## src/rtl/pick_game_ctrl.sv

```systemverilog
// Pick game controller: screen state machine, per-frame pick movement with
// clamping, and hit/miss/timeout judging feeding the colour mapper.
module pick_game_ctrl #(
  parameter int unsigned X_MIN        = 0,
  parameter int unsigned X_MAX        = 639,
  parameter int unsigned Y_MIN        = 0,
  parameter int unsigned Y_MAX        = 479,
  parameter int unsigned STEP         = 2,
  parameter int unsigned X_START      = 320,
  parameter int unsigned Y_START      = 240,
  parameter int unsigned L1_TX        = 100,
  parameter int unsigned L1_TY        = 200,
  parameter int unsigned L2_TX        = 500,
  parameter int unsigned L2_TY        = 120,
  parameter int unsigned TGT_HALF     = 8,
  parameter int unsigned MAX_TRIES    = 3,
  parameter int unsigned LEVEL_FRAMES = 1800
) (
  input  logic        Clk,
  input  logic        Reset,
  input  logic        frame_clk,
  input  logic [7:0]  keycode,
  output logic [9:0]  PickX,
  output logic [9:0]  PickY,
  output logic [2:0]  currScreen,
  output logic [2:0]  tries_left,
  output logic [10:0] frame_cnt
);

  localparam logic [7:0] KEY_W     = 8'h1A;
  localparam logic [7:0] KEY_S     = 8'h16;
  localparam logic [7:0] KEY_A     = 8'h04;
  localparam logic [7:0] KEY_D     = 8'h07;
  localparam logic [7:0] KEY_ENTER = 8'h28;
  localparam logic [7:0] KEY_SPACE = 8'h2C;

  localparam logic signed [10:0] STEP_S = $signed(11'(STEP));
  localparam logic signed [10:0] XMIN_S = $signed(11'(X_MIN));
  localparam logic signed [10:0] XMAX_S = $signed(11'(X_MAX));
  localparam logic signed [10:0] YMIN_S = $signed(11'(Y_MIN));
  localparam logic signed [10:0] YMAX_S = $signed(11'(Y_MAX));
  localparam logic [9:0]  X_ST     = 10'(X_START);
  localparam logic [9:0]  Y_ST     = 10'(Y_START);
  localparam logic [10:0] HALF     = 11'(TGT_HALF);
  localparam logic [2:0]  TRIES    = 3'(MAX_TRIES);
  localparam logic [10:0] CNT_LAST = 11'(LEVEL_FRAMES - 1);

  typedef enum logic [2:0] {
    S_TITLE  = 3'b000,
    S_LEVEL1 = 3'b001,
    S_LEVEL2 = 3'b010,
    S_WIN    = 3'b111,
    S_FAIL   = 3'b100
  } screen_t;

  screen_t     screen, screen_nxt;
  logic        stage1, stage2, tick;
  logic [7:0]  key_prev;
  logic        press_enter, press_space, hit, timeout;
  logic [9:0]  pick_x_nxt, pick_y_nxt, move_x, move_y;
  logic [2:0]  tries_nxt, tries_dec;
  logic [10:0] cnt_nxt, cnt_inc;
  logic signed [10:0] mx, my;
  logic [10:0] px, py, tx, ty;

  // frame_clk is asynchronous data: two-stage capture, rising-edge tick
  always_ff @(posedge Clk or posedge Reset) begin
    if (Reset) begin
      stage1     <= 1'b0;
      stage2     <= 1'b0;
      key_prev   <= 8'h00;
      screen     <= S_TITLE;
      PickX      <= X_ST;
      PickY      <= Y_ST;
      tries_left <= TRIES;
      frame_cnt  <= 11'd0;
    end else begin
      stage1     <= frame_clk;
      stage2     <= stage1;
      if (tick) key_prev <= keycode;
      screen     <= screen_nxt;
      PickX      <= pick_x_nxt;
      PickY      <= pick_y_nxt;
      tries_left <= tries_nxt;
      frame_cnt  <= cnt_nxt;
    end
  end

  assign tick        = stage1 & ~stage2;
  assign currScreen  = screen;
  assign press_enter = (keycode == KEY_ENTER) && (key_prev != KEY_ENTER);
  assign press_space = (keycode == KEY_SPACE) && (key_prev != KEY_SPACE);
  assign cnt_inc     = (frame_cnt >= CNT_LAST) ? frame_cnt : frame_cnt + 11'd1;
  assign timeout     = (cnt_inc == CNT_LAST);
  assign tries_dec   = (tries_left == 3'd0) ? 3'd0 : tries_left - 3'd1;

  // Held-key movement in signed 11 bits, clamped to the pick window
  always_comb begin
    mx = $signed({1'b0, PickX});
    my = $signed({1'b0, PickY});
    case (keycode)
      KEY_A:   mx = mx - STEP_S;
      KEY_D:   mx = mx + STEP_S;
      KEY_W:   my = my - STEP_S;
      KEY_S:   my = my + STEP_S;
      default: ;
    endcase
    move_x = (mx < XMIN_S) ? XMIN_S[9:0] : (mx > XMAX_S) ? XMAX_S[9:0] : mx[9:0];
    move_y = (my < YMIN_S) ? YMIN_S[9:0] : (my > YMAX_S) ? YMAX_S[9:0] : my[9:0];
  end

  // Hit window judged on the pre-movement pick position
  always_comb begin
    px  = {1'b0, PickX};
    py  = {1'b0, PickY};
    tx  = (screen == S_LEVEL2) ? 11'(L2_TX) : 11'(L1_TX);
    ty  = (screen == S_LEVEL2) ? 11'(L2_TY) : 11'(L1_TY);
    hit = (px + HALF >= tx) && (px <= tx + HALF) &&
          (py + HALF >= ty) && (py <= ty + HALF);
  end

  always_comb begin
    screen_nxt = screen;
    pick_x_nxt = PickX;
    pick_y_nxt = PickY;
    tries_nxt  = tries_left;
    cnt_nxt    = frame_cnt;
    if (tick) begin
      case (screen)
        S_TITLE: begin
          pick_x_nxt = X_ST;
          pick_y_nxt = Y_ST;
          if (press_enter) begin
            screen_nxt = S_LEVEL1;
            tries_nxt  = TRIES;
            cnt_nxt    = 11'd0;
          end
        end
        S_LEVEL1, S_LEVEL2: begin
          cnt_nxt    = cnt_inc;
          pick_x_nxt = move_x;
          pick_y_nxt = move_y;
          if (press_space && hit) begin
            pick_x_nxt = X_ST;
            pick_y_nxt = Y_ST;
            if (screen == S_LEVEL1) begin
              screen_nxt = S_LEVEL2;
              tries_nxt  = TRIES;
              cnt_nxt    = 11'd0;
            end else begin
              screen_nxt = S_WIN;
            end
          end else begin
            if (press_space) tries_nxt = tries_dec;
            if ((press_space && tries_dec == 3'd0) || timeout) begin
              screen_nxt = S_FAIL;
              pick_x_nxt = X_ST;
              pick_y_nxt = Y_ST;
            end
          end
        end
        S_WIN, S_FAIL: begin
          pick_x_nxt = X_ST;
          pick_y_nxt = Y_ST;
          if (press_enter) begin
            screen_nxt = S_TITLE;
            tries_nxt  = TRIES;
            cnt_nxt    = 11'd0;
          end
        end
        default: begin
          screen_nxt = S_TITLE;
          pick_x_nxt = X_ST;
          pick_y_nxt = Y_ST;
          tries_nxt  = TRIES;
          cnt_nxt    = 11'd0;
        end
      endcase
    end
  end

endmodule

```

## config.mk

```make
export PLATFORM = sky130hd
export DESIGN_NAME = pick_game_ctrl
export DESIGN_NICKNAME = d
export VERILOG_FILES = /design/src/rtl/pick_game_ctrl.sv
export SDC_FILE = /design/constraint.sdc
export NUM_CORES = 1
export LEC_CHECK = 0
export CAP_MARGIN = 20
export CORE_ASPECT_RATIO = 1.75
export CORE_MARGIN = 1
export CORE_UTILIZATION = 45
export CTS_CLUSTER_SIZE = 40
export DETAILED_ROUTE_END_ITERATION = 10
export PLACE_DENSITY = 0.69
export SLEW_MARGIN = 10
export SYNTH_ARGS = -nofsm -noshare
export SYNTH_HDL_FRONTEND = slang
export SYNTH_SLANG_ARGS = --single-unit
```

## constraint.sdc

```tcl
create_clock -name Clk -period 2.9 [get_ports Clk]
set_input_delay 0.87 -clock Clk [delete_from_list [all_inputs] [get_ports Clk]]
set_output_delay 0.87 -clock Clk [all_outputs]
set_load 0.02 [all_outputs]
```

**Word-level counts from Yosys, hierarchy flattened**

Index checks and enable logic that the tools add are counted.

- Output and inout port bits: 37
- Bits of input ports: 11
- Word-level logic and storage cells: 96
- Register bits after elaboration: 47

- Reduce and logical (&&, ||, !) cells: 17
- $lt $le $gt $ge: 9
- Add/subtract/negate cells: 10
- Multiplexer cells: 31
- Equal/unequal tests: 19
- Bitwise logic cells: 2

Operators by type and width:

| operator | count |
|---|---|
| $mux W10 | 10 |
| $pmux W11 S2 | 3 |
| $mux W11 | 4 |
| $mux W3 | 10 |
| $add A10 B2 Y11 const B | 2 |
| $add A10 B4 Y11 const B | 2 |
| $lt A11 B1 Y1 const B | 2 |
| $sub A10 B2 Y11 const B | 2 |
| $eq A8 B3 Y1 const B | 2 |
| $eq A8 B5 Y1 const B | 2 |
| $eq A8 B6 Y1 const B | 2 |
| $ne A8 B6 Y1 const B | 2 |
| $add A11 B1 Y11 const B | 1 |
| $eq A11 B11 Y1 const B | 1 |
| $ge A11 B11 Y1 const B | 1 |
| $ge A11 B8 Y1 | 1 |
| $ge A11 B9 Y1 | 1 |
| $gt A11 B10 Y1 const B | 1 |
| $gt A11 B11 Y1 const B | 1 |
| $add A9 B4 Y10 const B | 1 |
| $le A10 B10 Y1 | 1 |
| $le A10 B9 Y1 | 1 |
| $add A8 B4 Y9 const B | 1 |
| $logic_not A3 Y1 | 3 |
| other kinds (19) | 31 |

**Logic depth before layout (Yosys ltp)**

Gate-level depths: netlist (run 1).

- Depth in word-level cells: 10
- Gate-level depth with buffers: 11
- Mapped depth without buffers: 11

**Worst setup path before layout (run 1)**

No wires, ideal clock.

- Path kind: input -> register
- From: input port keycode[7]
- To: register PickX[1]
- Buffers on the path: 0
- Arrival: 3.813 ns
- Stages on the path: 11
- Path slack: -1.056 ns
- Data required time: 2.757 ns
- Cells stage by stage: or3_1 -> nor3_1 -> nand3_1 -> ha_1 -> a2111oi_0 -> o21ai_0 -> and2_1 -> a221oi_1 -> nor3_1 -> a21oi_1 -> a211oi_1

- Word-level cells in the longest chain between the ends: 8
- Elaborated cells on any way between the ends: 15
- Those cells by class: order compare (2); eq/ne (3); mux (6); reduce/logical (4)

RTL lines:

| item | RTL line | RTL |
|---|---|---|
| start, declared | 22 | `input logic [7:0] keycode,` |
| $eq A8 B3 Y1 | 101 | `case (keycode)` |
| $pmux W11 S2 | 101 |  |
| $gt A11 B11 Y1 | 108 | `move_x = (mx < XMIN_S) ? XMIN_S[9:0] : (mx > XMAX_S) ? XMAX_S[9:0] : mx[9:0];` |
| $mux W10 (2 in series) | 108 |  |
| $mux W10 | 155 | `if ((press_space && tries_dec == 3'd0) \|\| timeout) begin` |
| $mux W10 (*) | 143 | `if (press_space && hit) begin` |
| $mux W10 (*) | 129 | `case (screen)` |
| end signal, assigned | 82 | `PickX <= pick_x_nxt;` |
| end, declared | 23 | `output logic [9:0] PickX,` |

Mark *: on every way between the ends. The rest lies on a longest branch, timed or not.
A chain may end at the register's enable or synchronous reset.

**Worst setup path after layout (run 1)**

- From: input port keycode[6]
- To: register PickX[6]

Same word-level chain as after synthesis.

==> impl_metrics.json, run 1 <==
{
  "yosys_warnings": 0,
  "pwr-share-seq_pct": 26.2,
  "synth_ff_type": "dfrtp_1",
  "outcome": "finished with violations",
  "cp_common_cell": "buf_6",
  "core_area_sq_um": 8670,
  "grt_max_degree": 26,
  "path_buf_inv": 4,
  "synth-seq-cells": 47,
  "clock_path_buffers": 2,
  "cts_sinks": 47,
  "grt_pass1_vias": 4446,
  "grt_pass1_wl_microns": 21300,
  "diodes": 0,
  "synth_top_family_by_area": "compound AO/OA/AOI/OAI gates",
  "final_common_cell": "buf_4",
  "h-tree-depth": 2,
  "synth_top_area_share_pct": 24.4,
  "synth_fp_nets": 516,
  "final_cell_mix": "buf_4 (116), nand2_1 (49), dfrtp_1 (39), clkdlybuf4s50_1 (39), a21oi_1 (27)",
  "drive_gt1_share_pct": 37.0,
  "slowest_delay_ns": 0.40,
  "portBuffers": 47,
  "hold_class": "reg2reg",
  "finClkSkew_ns": 0.00951,
  "hold_buffers": 0,
  "grt_overflow": 0,
  "critPathLaunchType": "input port",
  "dr.pass1.iters": 4,
  "avgSynthCellArea_sq_um": 8.45,
  "avgRoutedWirePerCell_microns": 18.1,
  "cp-startpoint": "keycode[6]",
  "r2r_slack_ns": 0.01,
  "netlist.top_cell.by_area": "dfrtp_1",
  "synth_edf_count": 0,
  "relSlewSlack_pct": 56.6,
  "worst_slew_pin_slew_ns": 0.650,
  "min_from": "stage1",
  "finalSetupTns_ns": -10.61,
  "p_int_mw": 2.06,
  "syn_inst": 473,
  "power.total_mw": 3.41,
  "required_ns": 3.11,
  "cts_tree": "built",
  "numCtsBuffers": 5,
  "rsz0062_at_grt": "true",
  "violations": "setup timing",
  "synthArstFlopShare_pct": 100,
  "syn_area_sq_um": 4000,
  "synth_fa_ha_area_share_pct": 10.4,
  "viasPerCell": 6.03,
  "synth_mux_area_share_pct": 1.94,
  "setup_slack_ns": -0.646,
  "maxCapViolCount": 0,
  "yosys-top-cells-area": "dfrtp_1 (24%), ha_1 (9.4%), dfstp_2 (5.3%)",
  "crit_slowest_cell": "or3_4",
  "synth_xor_area_share_pct": 4.16,
  "syn2layout_area_growth_pct": 58.1,
  "power_density_nw_per_um2": 540,
  "num_vias": 4583,
  "fmax_mhz": 282,
  "vdd_drop_max_mv": 0.538,
  "combPwrFrac_pct": 53.7,
  "crit_path_max_fanout": 4,
  "p_clk_share_pct": 20.0,
  "p_sw_mw": 1.35,
  "grt_usage_pct": 29.8,
  "switching_share_pct": 39.5,
  "totalWireLength_microns": 13700,
  "antenna_found_initial": 0,
  "yosysSeqAreaShare_pct": 29.7,
  "row_count": 45,
  "synth_compound_area_share_pct": 26.3,
  "place_congestion": 0.906,
  "die_h_microns": 127,
  "fin_nets": 685,
  "fin_crit_ns": 3.55,
  "yosys.cell_types.count": 71,
  "ios": 48,
  "post-route-period-util_pct": 122,
  "hpwl_microns": 9740,
  "clk_pin_slew_worst_paths_ns": 0.06,
  "start_util_pct": 46.1,
  "critPathTopFamily": "simple AND/OR/NAND/NOR gates",
  "r2r_start": "currScreen[0]",
  "path_cells": "buf_6 > or3_4 > nor3_4 > nand3_4 > buf_6 > ha_1 > a21oi_2 > nor2_1 > a211oi_2 > a21oi_4 > buf_6 > nor3_2 > buf_4 > a21oi_2 > a31oi_1",
  "p_leak_nw": 2.59,
  "clock_latency_ns": 0.30,
  "slew_violations": 0,
  "drc": 0,
  "yosys.area_share.simple_pct": 23.6,
  "endpoint_kind": "flop",
  "root_buffer": "clkbuf_16",
  "setup_viol": 19,
  "die-area_sq_um": 9280,
  "worstPathArrival_ns": 3.76,
  "dr.first_iter.drc_count": 254,
  "fp.dieW_microns": 73.3,
  "criticalPathCategory": "in2reg",
  "ant_nets": 0,
  "hold_violations": 0
}
## state kept, by name, summed over array words and instances (netlist names)
name,count
currScreen,3
stage2,1
stage1,1
PickX,10
frame_cnt,11
PickY,10
tries_left,3
key_prev,8
## cell type report
type                    count  area, sq um
multi-input cells         391         3230
clock inverters             2         35.0
inverters                  20         80.1
flip-flops and latches     47         1190
repair buffers            177         1500
well taps                 117          146
clock buffers               6          139
fillers                   675         2350
## Yosys cell counts (9+ instances only)
library cell / number
xnor2_1: 9
o21ai_0: 19
xor2_1: 10
nand2b_1: 9
a211oi_1: 14
nor2_1: 28
inv_1: 19
nor3_1: 9
dfrtp_1: 39
nand3_1: 21
nand2_1: 51
ha_1: 30
and2_1: 9
nand4_1: 17
a21oi_1: 38
o22ai_1: 9
a31oi_1: 15
## metrics by stage
step / area, sq um / setup WS (ns) / util [%] / hold slack (ns) / std cells
after global routing: 6320 / -0.781 / 72.9 / 0.411 / 760
after detailed placement: 5650 / -1.33 / 65.2 / 0.383 / 728
after CTS: 6070 / -0.631 / 70.0 / 0.398 / 750
after global placement: 5650 / -1.26 / 65.2 / 0.377 / 728
final: 6320 / -0.646 / 72.9 / 0.395 / 760
after floorplan: 4280 / -0.636 / - / 0.368 / 473
## what timing repair did
action | 4_1_cts | 5_1_grt
buffers inserted | 13 | 9
endpoints found under the setup margin | 36 | 35
endpoints found under the hold margin | 0 | 0
cloned | 1 | 1
gates resized for setup | 48 | 32
pin swaps | 38 | 35
## per-layer routing
metal | track usage (%) | vias up | routed length [microns]
met5 | 0 | - | 0
met4 | 19.1 | 0 | 801
met3 | 3.57 | 57 | 450
met2 | 53.8 | 151 | 7620
met1 | 31.4 | 2233 | 4850
li1 | - | 2142 | -
## final timing paths
check / endpoint / cells past startpoint
hold / removal: stage2 / 0
setup reg to reg: PickX[2] / 13
setup / recovery: PickX[6] / 15
max in group asynchronous: tries_left[1] / 3
hold reg to reg: stage2 / 0
min in group asynchronous: currScreen[0] / 2
## power by group through the flow
stage,Sequential [mW],Clock (mW),Combinational (mW)
3_3_place_gp,0.898,0,1.60
6_report,0.895,0.684,1.83
3_5_place_dp,0.901,0,1.64
2_1_floorplan,1.04,0,0.854
5_1_grt,0.913,0.721,1.98
4_1_cts,0.892,0.691,1.71
## cells by family after synthesis
group,count (synthesis)
xor gates and xnor gates,19
buffers and inverters,36
adders and majority gates,32
DFF,47
AOI/OAI and AO/OA,151
muxes,7
and+or+nand+nor,181
Note: power is estimated with default switching activity, not from simulation.
==> run 2: changes to the inputs <==
PLACE_DENSITY = default   (was 0.69)
PLACE_DENSITY_LB_ADDON = 0.25   (was default)
==> run 2 against run 1 <==
  * Final cell count decreased by 0.26%
  * Clock power decreased by 18%
  * First-iteration DRC count increased by 38%
  * Global-route usage decreased by 0.059 points
  * Clock skew increased by 0.0026 ns
  * Hold slack improved by 0.0072 ns
  * Combinational power about the same
  * Highest routed layer unchanged
  * The run still ends with setup timing left
  * Clock-buffer cell count increased by 1
==> impl_metrics.json, run 2 (synthesized netlist as in run 1, its figures left out) <==
{
  "outcome": "finished with violations",
  "violations": "setup timing",
  "fin_nets": 683,
  "path_buf_inv": 3,
  "worst_slew_pin_slew_ns": 0.708,
  "path_cells": "buf_6 > or3_4 > nor3_4 > nand3_4 > buf_12 > ha_4 > nand3_2 > a21o_1 > a211o_1 > and4_4 > o41ai_4 > buf_4 > a21oi_2 > a211oi_2",
  "fin_util_pct": 72.9,
  "vdd_drop_max_mv": 0.510,
  "start_util_pct": 46.1,
  "place_congestion": 0.906,
  "grt_overflow": 0,
  "power_density_nw_per_um2": 525,
  "clock_path_buffers": 2,
  "grt_usage_pct": 29.7,
  "post-route-period-util_pct": 124,
  "pwr-share-seq_pct": 27.2,
  "worstSetupPathDepth": 14,
  "endpoint_kind": "flop",
  "portBuffers": 47,
  "p_leak_nw": 2.57,
  "die_h_microns": 127,
  "numCtsBuffers": 5,
  "slowest_delay_ns": 0.40,
  "drc": 0,
  "relSlewSlack_pct": 52.7,
  "slew_violations": 0,
  "antenna_found_initial": 0,
  "grt_pass1_vias": 4512,
  "setup_viol": 19,
  "crit_slowest_cell": "or3_4",
  "worstPathArrival_ns": 3.79,
  "setup_slack_ns": -0.688,
  "fmax_mhz": 279,
  "switching_share_pct": 41.2,
  "fin_crit_ns": 3.59,
  "p_clk_share_pct": 17.0,
  "placed_cell_area_sq_um": 5590,
  "fp.dieW_microns": 73.3,
  "finalNonFillerCells": 758,
  "p_int_mw": 1.95,
  "required_ns": 3.10,
  "ios": 48,
  "die-area_sq_um": 9280,
  "viasPerCell": 6.03,
  "root_buffer": "clkbuf_16",
  "grt_pass1_wl_microns": 21400,
  "syn2layout_area_growth_pct": 58.1,
  "stdcell_area_sq_um": 6320,
  "finalSetupTns_ns": -11.80,
  "power.total_mw": 3.32,
  "row_count": 45,
  "criticalPathCategory": "in2reg",
  "core_area_sq_um": 8670,
  "hpwl_microns": 9740,
  "dr.first_iter.drc_count": 351,
  "clock_latency_ns": 0.29,
  "final_cell_mix": "buf_4 (116), nand2_1 (45), dfrtp_1 (39), clkdlybuf4s50_1 (39), nor2_1 (26)",
  "totalWireLength_microns": 13700,
  "hold_violations": 0,
  "h-tree-depth": 2,
  "crit_path_max_fanout": 5,
  "biggestRegsByFlops": "frame_cnt x11, PickX x10, PickY x10",
  "hold_class": "reg2reg",
  "finClkSkew_ns": 0.0121,
  "rsz0062_at_grt": "true",
  "clk_pin_slew_worst_paths_ns": 0.07,
  "fill_cells": 657,
  "cts_tree": "built",
  "dr.pass1.iters": 5,
  "critPathLaunchType": "input port",
  "dp.cells": 723,
  "num_vias": 4570,
  "rr_worst_depth": 10,
  "avgRoutedWirePerCell_microns": 18.1,
  "grt_max_degree": 20,
  "p_sw_mw": 1.37,
  "diodes": 0,
  "maxCapViolCount": 0,
  "cts_sinks": 47,
  "ant_nets": 0,
  "final_common_cell": "buf_4",
  "whs_ns": 0.402,
  "top_register": "frame_cnt",
  "place_ws_ns": -1.41,
  "largest_register_ffs": 11,
  "whs_path_depth": 0,
  "drive_gt1_share_pct": 39.0,
  "critPathTopFamily": "simple AND/OR/NAND/NOR gates",
  "combPwrFrac_pct": 55.8
}
## run 2: what timing repair did
action | in CTS | in global routing
buffers inserted | 22 | 6
pin swaps | 58 | 57
hold buffers | 0 | 0
endpoints found under the setup margin | 36 | 34
resized for setup | 71 | 30
cloned | 0 | 2
## run 2: layout make-up
class / count / area, sq um / area share, %
Sequential cell: 47 / 1190 / 18.8
Timing Repair Buffer: 176 / 1490 / 23.5
Multi-Input combinational cell: 390 / 3280 / 52.0
Inverter: 20 / 80.1 / 1.27
Tap cell: 117 / 146 / 2.32
Clock buffer: 7 / 133 / 2.10
Clock inverter: 1 / 5.00 / 0.0792
## run 2: final timing paths
kind / from / endpoint / slack (ns)
worst min-delay path: stage1 / stage2 / 0.40
worst max register to register: currScreen[0] / PickY[1] / 0.01
min in group asynchronous: Reset / stage2 / 0.89
worst min register to register: stage1 / stage2 / 0.40
max in group asynchronous: Reset / PickY[6] / 1.35
worst max-delay path: keycode[5] / PickX[2] / -0.69
## run 2: metal layers
layer | wire [microns] | GRT usage, % | share of wire, %
met1 | 4990 | 30.7 | 36
met2 | 7730 | 56.5 | 56
met3 | 423 | 2.94 | 3.1
met4 | 562 | 15.3 | 4.1
met5 | 0 | 0 | 0
## run 2: power groups by stage
stage	Combinational (mW)	Sequential, mW	Clock (mW)
2_1_floorplan	0.854	1.04	0
3_3_place_gp	1.58	0.902	0
3_5_place_dp	1.63	0.907	0
4_1_cts	1.71	0.900	0.561
5_1_grt	1.98	0.916	0.600
6_report	1.85	0.904	0.563
## run 2: worst register-to-register path, delay by kind of cell, from the launching register on
kind | cells | cell delay, ns
and+or+nand+nor | 2 | 0.55
AOI/OAI and AO/OA | 4 | 1.01
buffers and inverters | 3 | 0.51
DFF | 1 | 0.38
adders and majority gates | 1 | 0.31
